--- config.mk ---
export PLATFORM = sky130hd
export DESIGN_NAME = demux_lane_scheduler_flat
export DESIGN_NICKNAME = d
export VERILOG_FILES = /design/src/rtl/demux_lane_scheduler_pkg.sv /design/src/rtl/demux_lane_scheduler_if.sv /design/src/rtl/demux_lane_select.sv /design/src/rtl/demux_lane_scheduler.sv /design/src/flat_wrapper.sv
export SDC_FILE = /design/constraint.sdc
export NUM_CORES = 1
export LEC_CHECK = 0
export BUFFER_PORTS_ARGS = -buffer_cell sky130_fd_sc_hd__buf_2
export CORE_MARGIN = 10
export CORE_UTILIZATION = 41
export CTS_BUF_LIST = sky130_fd_sc_hd__clkbuf_8
export DETAILED_ROUTE_END_ITERATION = 6
export GPL_ROUTABILITY_DRIVEN = 0
export GPL_TIMING_DRIVEN = 1
export PLACE_DENSITY_LB_ADDON = 0.25
export SYNTH_ARGS = -nofsm -noshare
export SYNTH_HDL_FRONTEND = slang
export SYNTH_SLANG_ARGS = --single-unit
--- constraint.sdc ---
create_clock -name clk -period 1.1 [get_ports clk]
set_input_delay 0.22 -clock clk [delete_from_list [all_inputs] [get_ports clk]]
set_output_delay 0.22 -clock clk [all_outputs]
set_load 0.005 [all_outputs]
--- src/rtl/demux_lane_scheduler_pkg.sv ---
// Shared constants for the lane demux scheduler: FSM state encoding,
// lane indices and default widths. Optional build macro used by the
// design: DEMUX_SCHED_STATS_EN (per-lane beat counters).
package demux_sched_pkg;

    localparam int DEF_DATA_W = 8;
    localparam int DEF_CNT_W  = 8;

    typedef enum logic [1:0] {
        IDLE  = 2'd0,
        RUN   = 2'd1,
        STALL = 2'd2
    } sched_state_e;

    localparam logic LANE0 = 1'b0;
    localparam logic LANE1 = 1'b1;

endpackage

--- src/rtl/demux_lane_scheduler_if.sv ---
// Bus bundle between the upstream byte source, the scheduler and the two
// downstream lanes. Beat counter signals exist only when
// DEMUX_SCHED_STATS_EN is defined.
//
// Handshake: a beat transfers on a posedge where valid_in=1 and ready_in=1.
// ready_in is combinational and only falls when both lanes are paused; a
// beat presented with ready_in=0 is not taken and raises the sticky
// drop_err. Lane outputs carry no ready: the lane FIFOs instead steer the
// scheduler through pause0/pause1, which are sampled with the beat itself.
interface demux_lane_scheduler_if import demux_sched_pkg::*; #(
    parameter int DATA_W = DEF_DATA_W
`ifdef DEMUX_SCHED_STATS_EN
    , parameter int CNT_W = DEF_CNT_W
`endif
);

    logic              valid_in;
    logic [DATA_W-1:0] data_in;
    logic              ready_in;
    logic              pause0;
    logic              pause1;
    logic [DATA_W-1:0] data_out0;
    logic              valid_out0;
    logic [DATA_W-1:0] data_out1;
    logic              valid_out1;
    logic              lane_ptr;
    logic [1:0]        state;
    logic              drop_err;
`ifdef DEMUX_SCHED_STATS_EN
    logic [CNT_W-1:0]  beat_cnt0;
    logic [CNT_W-1:0]  beat_cnt1;
`endif

    // Scheduler side
    modport slave (
        input  valid_in, data_in, pause0, pause1,
        output ready_in, data_out0, valid_out0, data_out1, valid_out1,
               lane_ptr, state, drop_err
`ifdef DEMUX_SCHED_STATS_EN
        , output beat_cnt0, beat_cnt1
`endif
    );

    // Source / lane side
    modport master (
        output valid_in, data_in, pause0, pause1,
        input  ready_in, data_out0, valid_out0, data_out1, valid_out1,
               lane_ptr, state, drop_err
`ifdef DEMUX_SCHED_STATS_EN
        , input beat_cnt0, beat_cnt1
`endif
    );

endinterface

--- src/rtl/demux_lane_select.sv ---
// Combinational lane picker: prefer the round-robin lane, fall back to the
// other one when the preferred lane is paused. ready drops only when both
// lanes are paused, so target is meaningless exactly when ready=0.
module demux_lane_select import demux_sched_pkg::*; (
    input  logic lane_ptr_i,
    input  logic pause0_i,
    input  logic pause1_i,
    output logic target_o,
    output logic ready_o
);

    logic ptr_paused;

    // Pick the preferred lane unless it is paused
    always_comb begin
        ptr_paused = (lane_ptr_i == LANE0) ? pause0_i : pause1_i;
        target_o   = ptr_paused ? ~lane_ptr_i : lane_ptr_i;
        ready_o    = ~(pause0_i & pause1_i);
    end

endmodule

--- src/rtl/demux_lane_scheduler.sv ---
// Round-robin 1-to-2 byte scheduler with per-lane pause and sticky drop
// detection. All lane outputs are registered (1-cycle latency).
// Optional build macro: DEMUX_SCHED_STATS_EN adds beat_cnt0/beat_cnt1.
module demux_lane_scheduler import demux_sched_pkg::*; #(
    parameter int DATA_W = DEF_DATA_W
`ifdef DEMUX_SCHED_STATS_EN
    , parameter int CNT_W = DEF_CNT_W
`endif
) (
    input  logic                   clk,
    input  logic                   reset,
    demux_lane_scheduler_if.slave  bus
);

    logic              target;
    logic              ready;
    logic              accept;

    logic [DATA_W-1:0] data_out0_q, data_out0_d;
    logic [DATA_W-1:0] data_out1_q, data_out1_d;
    logic              valid_out0_q, valid_out0_d;
    logic              valid_out1_q, valid_out1_d;
    logic              lane_ptr_q, lane_ptr_d;
    logic              drop_err_q, drop_err_d;
    sched_state_e      state_q, state_d;
`ifdef DEMUX_SCHED_STATS_EN
    logic [CNT_W-1:0]  beat_cnt0_q, beat_cnt0_d;
    logic [CNT_W-1:0]  beat_cnt1_q, beat_cnt1_d;
    localparam logic [CNT_W-1:0] CNT_ONE = {{(CNT_W-1){1'b0}}, 1'b1};
`endif

    demux_lane_select u_lane_select (
        .lane_ptr_i (lane_ptr_q),
        .pause0_i   (bus.pause0),
        .pause1_i   (bus.pause1),
        .target_o   (target),
        .ready_o    (ready)
    );

    assign accept       = bus.valid_in & ready;
    assign bus.ready_in = ready;

    // Datapath next state: steer an accepted beat, otherwise hold data and drop valids
    always_comb begin
        data_out0_d  = data_out0_q;
        data_out1_d  = data_out1_q;
        valid_out0_d = 1'b0;
        valid_out1_d = 1'b0;
        lane_ptr_d   = lane_ptr_q;
        drop_err_d   = drop_err_q | (bus.valid_in & ~ready);
        if (accept) begin
            // Alternate relative to the lane actually used, not the preferred one
            lane_ptr_d = ~target;
            if (target == LANE0) begin
                data_out0_d  = bus.data_in;
                valid_out0_d = 1'b1;
            end else begin
                data_out1_d  = bus.data_in;
                valid_out1_d = 1'b1;
            end
        end
`ifdef DEMUX_SCHED_STATS_EN
        beat_cnt0_d = valid_out0_d ? beat_cnt0_q + CNT_ONE : beat_cnt0_q;
        beat_cnt1_d = valid_out1_d ? beat_cnt1_q + CNT_ONE : beat_cnt1_q;
`endif
    end

    // Datapath registers; reset discards any beat sampled on the same edge
    always_ff @(posedge clk) begin
        if (reset) begin
            data_out0_q  <= '0;
            data_out1_q  <= '0;
            valid_out0_q <= 1'b0;
            valid_out1_q <= 1'b0;
            lane_ptr_q   <= LANE0;
            drop_err_q   <= 1'b0;
`ifdef DEMUX_SCHED_STATS_EN
            beat_cnt0_q  <= '0;
            beat_cnt1_q  <= '0;
`endif
        end else begin
            data_out0_q  <= data_out0_d;
            data_out1_q  <= data_out1_d;
            valid_out0_q <= valid_out0_d;
            valid_out1_q <= valid_out1_d;
            lane_ptr_q   <= lane_ptr_d;
            drop_err_q   <= drop_err_d;
`ifdef DEMUX_SCHED_STATS_EN
            beat_cnt0_q  <= beat_cnt0_d;
            beat_cnt1_q  <= beat_cnt1_d;
`endif
        end
    end

    // FSM state register
    always_ff @(posedge clk) begin
        if (reset) state_q <= IDLE;
        else       state_q <= state_d;
    end

    // FSM next state: both lanes paused wins, then a transfer, else idle
    always_comb begin
        state_d = IDLE;
        if (bus.pause0 & bus.pause1) state_d = STALL;
        else if (accept)             state_d = RUN;
    end

    // FSM and datapath outputs, straight from registers
    always_comb begin
        bus.state      = state_q;
        bus.data_out0  = data_out0_q;
        bus.data_out1  = data_out1_q;
        bus.valid_out0 = valid_out0_q;
        bus.valid_out1 = valid_out1_q;
        bus.lane_ptr   = lane_ptr_q;
        bus.drop_err   = drop_err_q;
`ifdef DEMUX_SCHED_STATS_EN
        bus.beat_cnt0  = beat_cnt0_q;
        bus.beat_cnt1  = beat_cnt1_q;
`endif
    end

endmodule

--- src/flat_wrapper.sv ---
// flat-port wrapper written by rule: the top's interface ports become plain ports
module demux_lane_scheduler_flat import demux_sched_pkg::*;
#(
    parameter int DATA_W = DEF_DATA_W

)
  (clk, reset, bus_valid_in, bus_data_in, bus_pause0, bus_pause1, bus_ready_in, bus_data_out0, bus_valid_out0, bus_data_out1, bus_valid_out1, bus_lane_ptr, bus_state, bus_drop_err);
  demux_lane_scheduler_if #(.DATA_W(DATA_W)) bus_i ();
  input  logic clk;
  input  logic reset;
  input wire logic [$bits(bus_i.valid_in)-1:0] bus_valid_in;
  input wire logic [$bits(bus_i.data_in)-1:0] bus_data_in;
  input wire logic [$bits(bus_i.pause0)-1:0] bus_pause0;
  input wire logic [$bits(bus_i.pause1)-1:0] bus_pause1;
  output wire logic [$bits(bus_i.ready_in)-1:0] bus_ready_in;
  output wire logic [$bits(bus_i.data_out0)-1:0] bus_data_out0;
  output wire logic [$bits(bus_i.valid_out0)-1:0] bus_valid_out0;
  output wire logic [$bits(bus_i.data_out1)-1:0] bus_data_out1;
  output wire logic [$bits(bus_i.valid_out1)-1:0] bus_valid_out1;
  output wire logic [$bits(bus_i.lane_ptr)-1:0] bus_lane_ptr;
  output wire logic [$bits(bus_i.state)-1:0] bus_state;
  output wire logic [$bits(bus_i.drop_err)-1:0] bus_drop_err;
  assign bus_i.valid_in = bus_valid_in;
  assign bus_i.data_in = bus_data_in;
  assign bus_i.pause0 = bus_pause0;
  assign bus_i.pause1 = bus_pause1;
  assign bus_ready_in = bus_i.ready_in;
  assign bus_data_out0 = bus_i.data_out0;
  assign bus_valid_out0 = bus_i.valid_out0;
  assign bus_data_out1 = bus_i.data_out1;
  assign bus_valid_out1 = bus_i.valid_out1;
  assign bus_lane_ptr = bus_i.lane_ptr;
  assign bus_state = bus_i.state;
  assign bus_drop_err = bus_i.drop_err;
  demux_lane_scheduler #(.DATA_W(DATA_W)) u_core (.clk(clk), .reset(reset), .bus(bus_i));
endmodule
-- After elaboration in Yosys (flattened, before gate mapping)
Cells that the tools add are included.
- muxes and demuxes: 6
- bitwise operators: 8
- reduce and logical (&&, ||, !) cells: 4
- operators with widths (operator ; count):
    2-to-1 mux 1 bit ; 5
    inverter 1 bit ; 4
    AND reduction 2 bit ; 2
    OR reduction 2 bit ; 2
    bitwise AND 1 bit ; 3
    2-to-1 mux 2 bit ; 1
    bitwise OR 1 bit ; 1
- bits in registers: 22
- input port bits: 13
- word-level logic and storage cells: 26

-- Depth between registers and ports, before layout
- word-level depth: 5
- gate-level depth with buffers: 4
- depth with buffers taken out: 3

-- By module
From an unflattened synthesis, not the netlist that was laid out.
- cell total of the unflattened synthesis: 85
- area total of the unflattened synthesis: 879.6 sq um
- by module, submodules not included (module ; instances ; cells each ; area an instance (sq um) ; seq. area each (sq um)):
    demux_lane_scheduler ; 1 ; 82 ; 862.1 ; 440.4
    demux_lane_select ; 1 ; 3 ; 17.5 ; 0.0

-- Least setup slack after synthesis
No wires, ideal clock.
- kind: register to register
- start: reg u_core.lane_ptr_q, in the netlist u_core.bus.lane_ptr
- end: reg u_core.data_out1_q[0], in the netlist u_core.bus.data_out1[0]
- arrival: 0.988 ns
- data required time: 0.983 ns
- setup slack: -0.005 ns
- cell stages (with the launch flop): 5
- buffers on the path: 1
- clock period less this slack: 1.105 ns
- cells stage by stage: dfxtp_1 o21ba_4 nor2b_4 buf_6 a22o_1
- word-level cells in the longest chain between the ends: 3
- elaborated cells on any way between the ends: 4
- RTL lines (item ; line ; text):
    start, declared ; demux_lane_scheduler.sv:23 ; logic lane_ptr_q, lane_ptr_d;
    start signal, assigned ; demux_lane_scheduler.sv:86 ; lane_ptr_q <= lane_ptr_d;
    2-to-1 mux 1 bit or inverter 1 bit (tied branches) ; demux_lane_select.sv:16, demux_lane_select.sv:17 ;
    2-to-1 mux 1 bit (*) ; demux_lane_select.sv:17 ; target_o = ptr_paused ? ~lane_ptr_i : lane_ptr_i;
    AND reduction 2 bit (no line) (*) ; -- ;
    end signal, assigned ; demux_lane_scheduler.sv:83 ; data_out1_q <= data_out1_d;
    end, declared ; demux_lane_scheduler.sv:20 ; logic [DATA_W-1:0] data_out1_q, data_out1_d;
Mark *: on every way between the ends. The rest lies on a longest branch, timed or not.
A chain may end at the register's enable or synchronous reset.

-- Worst setup path after layout
- start: reg u_core.lane_ptr_q, in the netlist u_core.bus.lane_ptr
- end: reg u_core.data_out0_q[2], in the netlist u_core.bus.data_out0[2]
- word-level cells in the longest chain between the ends: 4
- elaborated cells on any way between the ends: 5
- RTL lines (item ; line ; text):
    2-to-1 mux 1 bit or inverter 1 bit (tied branches) ; demux_lane_select.sv:16, demux_lane_select.sv:17 ;
    2-to-1 mux 1 bit (*) ; demux_lane_select.sv:17 ;
    inverter 1 bit (no line) (*) ; -- ;
    AND reduction 2 bit (no line) (*) ; -- ;
    end signal, assigned ; demux_lane_scheduler.sv:82 ; data_out0_q <= data_out0_d;
    end, declared ; demux_lane_scheduler.sv:19 ; logic [DATA_W-1:0] data_out0_q, data_out0_d;
Marks and branches as above.

==> metrics.md <==
| Metric | Value |
|---|---|
| Vias per Instance | 4.70 |
| Combinational family with the most area after synthesis | simple AND/OR/NAND/NOR gates |
| Worst Path Arrival | 1280 ps |
| Global-route wire length before repair | 3180 microns |
| N_diodes | 0 |
| DRT Pass-1 Iters | 4 |
| Final slew viol count | 0 |
| Core ar. | 0.00192 sq mm |
| Syn_nets | 85 |
| Port bufs | 35 |
| Synth-to-layout area growth | 41.9% |
| Top cell type's share of synthesized area | 53.8% |
| YS warnings | 0 |
| Final Hold Violating Endpoints | 0 |
| Row cnt | 16 |
| Post-synthesis mux area share | 9.79% |
| Max Fanout on Critical Path | 4 |
| Drt wl/cell | 14.7 microns |
| Num CTS Buffers | 3 |
| Setup Skew | 1.11 ps |
| Int Power | 0.00144 W |
| Critical Path End Type | flip-flop |
| Synth area leaders | dfxtp_1, nand2b_1, mux2i_1, a22o_1, o21ba_4 |
| Max-Slew Margin vs Limit | 82.0% |
| Worst Slack Setup Final | 5.61 ps |
| PwrDens | 1560 mW/mm^2 |
| Metal3 WL | 169 microns |
| Leakage | 0.547 nW |
| DRT iter0 DRCs | 7 |
| GRT Total Usage | 9.22% |
| Number of distinct library cells after synthesis | 17 |
| Share of power burned in registers | 47.1% |
| Async SR Flop Fraction | 0% |
| Initial Utilization | 42.6% |
| H-tree depth | 1 |
| Sink Count | 22 |
| Synth Area in Adders | 0% |
| Max clock buf depth | 2 |
| Die ar. | 0.00418 sq mm |
| Worst skew pair latency | 260 ps |
| Dpl cell area | 0.00104 sq mm |
| Minimum clock period after layout | 1090 ps |
| Simple-gate share of the synthesized area | 19.6% |
| Metal2 WL | 1030 microns |
| Compound-cell area share of the yosys netlist | 13.6% |
| WP data required | 1290 ps |
| Fin area | 0.00116 sq mm |
| Setup TNS Final | 0 ps |
| Worst hold margin | 199 ps |
| Maxcap violations | 0 |
| Post-Place Cells | 135 |
| Initial antenna violation count | 0 |
| Die H | 64.7 microns |
| Pin count of the biggest net entering global routing | 14 |
| CTS root buffer | clkbuf_8 |
| Via count of the first global-routing pass | 674 |
| RSZ-0062 raised after global routing | true |
| Synth Cell Area | 818 sq um |
| Vias | 667 |
| DR top layer | met4 |
| CTS tree | built |
| Worst min-delay path category | input port to flip-flop |
| Synth Instances | 72 |
| Clock slew at reported path FFs | 80 ps |
| VDD IR max | 810 uV |
| WS Path Type | flip-flop to flip-flop |
| P_sw | 0.000371 W |
| Sw Ratio | 20.5% |
| Drt drc | 0 |
| Placed wire-length estimate | 1530 microns |
| Worst-Margin Slew | 270 ps |
| Area leader, netlist | dfxtp_1 |
| Gate power share | 12.1% |
| Drt total wl | 2090 microns |
| Clock Power Share | 40.8% |
| Top_reg_cell synth | dfxtp_1 |
| # setup viols final | 0 |
| Synthesis-stage register bit count | 22 |
| Status | finished, final reports clean |
| Layout cells sized above 1 | 47.0% |
| Fmax | 0.914 GHz |
| Most common cell in the synthesized netlist | dfxtp_1 |
| Antenna-violating nets left | 0 |
| FILL cells | 182 |
| Pre-CTS setup slack | -96.1 ps |
| Die width | 64.7 microns |
| Fin cells | 142 |
| Register area share after synthesis | 53.8% |
| Xor/xnor share of the synthesized area | 0% |
| WL met1 | 875 microns |
| Residual overflow from global routing | 0 |
| Post-synth EDFFs | 0 |
| Fin crit share | 99.5% |
| Fin nets | 129 |
| Syn Area/Cell | 11.4 sq um |
| IO Count | 36 |
| Most frequent cells after synthesis | dfxtp_1, nand2b_1, a22o_1, mux2i_1 |
| CP startpoint kind | flip-flop |
-- per-layer routing --
metal | vias up | track usage [%]
li1 | 333 | -
met1 | 312 | 10.4
met2 | 20 | 15.3
met3 | 2 | 3.78
met4 | 0 | 3.21
met5 | - | 0
-- registers in the layout (all words and copies together), names as in the netlist --
| signal | flops |
|---|---|
| u_core.bus.data_out0 | 8 |
| u_core.bus.data_out1 | 8 |
| u_core.bus.drop_err | 1 |
| u_core.bus.lane_ptr | 1 |
| u_core.bus.state | 2 |
| u_core.bus.valid_out0 | 1 |
| u_core.bus.valid_out1 | 1 |
-- power groups by stage --
stage	sequential (W)	combinational, W	clock, W
6_report	0.000853	0.000219	0.000737
5_1_grt	0.000858	0.000237	0.000796
4_1_cts	0.000853	0.000211	0.000747
3_5_place_dp	0.000872	0.000199	0
3_3_place_gp	0.000871	0.000195	0
2_1_floorplan	0.000876	0.0000940	0
-- timing repair --
| action | 4_1_cts | 5_1_grt |
|---|---|---|
| cloned | 0 | 2 |
| hold buffers | 0 | 0 |
| setup buffers | 1 | 0 |
| pin swaps | 1 | 7 |
| endpoints found under the setup margin | 15 | 17 |
| gates resized for setup | 3 | 1 |
-- layout by cell type, fill, tap and decap left out, drive strengths merged --
| master | netlist | final |
|---|---|---|
| nand2b | 17 | 17 |
| dfxtp | 22 | 22 |
| buf | 2 | 41 |
| clkbuf | 2 | 3 |
| and2b | 1 | 1 |
| bufinv | 0 | 1 |
| a22o | 8 | 8 |
| nand2 | 1 | 1 |
| nor3b | 1 | 1 |
| mux2i | 8 | 8 |
| o21ba | 1 | 1 |
| a21oi | 3 | 4 |
| nor2 | 2 | 2 |
| nor2b | 3 | 4 |
| a31oi | 1 | 1 |
-- worst paths after layout --
kind                                             start                              endpoint  slack (ps)  cells past startpoint
hold reg to reg   u_core.bus.data_out1[4]$_SDFFE_PP0P_  u_core.bus.data_out1[4]$_SDFFE_PP0P_         470                      1
hold / removal                          bus_data_in[4]  u_core.bus.data_out1[4]$_SDFFE_PP0P_         200                      2
setup reg to reg      u_core.bus.lane_ptr$_SDFFE_PP0P_  u_core.bus.data_out0[2]$_SDFFE_PP0P_           6                      4
setup / recovery      u_core.bus.lane_ptr$_SDFFE_PP0P_  u_core.bus.data_out0[2]$_SDFFE_PP0P_           6                      4
-- worst max-delay path, cell delays in order, from the launching register on --
cell and delay [ps]:
dfxtp_2 340, nor2b_4 120, nor3b_2 190, buf_4 180, mux2i_1 190
-- kinds of logic (layout without fill, tap and decap cells) --
| family | Yosys count | count (layout) |
|---|---|---|
| compound gates | 13 | 14 |
| mux | 8 | 8 |
| buf+inv | 4 | 45 |
| simple gates | 25 | 26 |
| flops | 22 | 22 |
-- through the flow --
stage	util, %	power [W]
6_report	60.4	0.00181
2_1_floorplan	-	0.000970
3_5_place_dp	54.4	0.00107
5_1_grt	60.4	0.00189
3_3_place_gp	54.4	0.00107
4_1_cts	59.2	0.00181
-- cell type report --
type	count	area, sq um	share of cell area [%]
clock buffer	3	41.3	3.56
clock inverter	1	30.0	2.59
multi-input combinational	48	394	33.9
sequential	22	442	38.0
tap	27	33.8	2.91
timing repair buffer	41	220	19.0
Note: power is estimated with default switching activity, not from simulation.
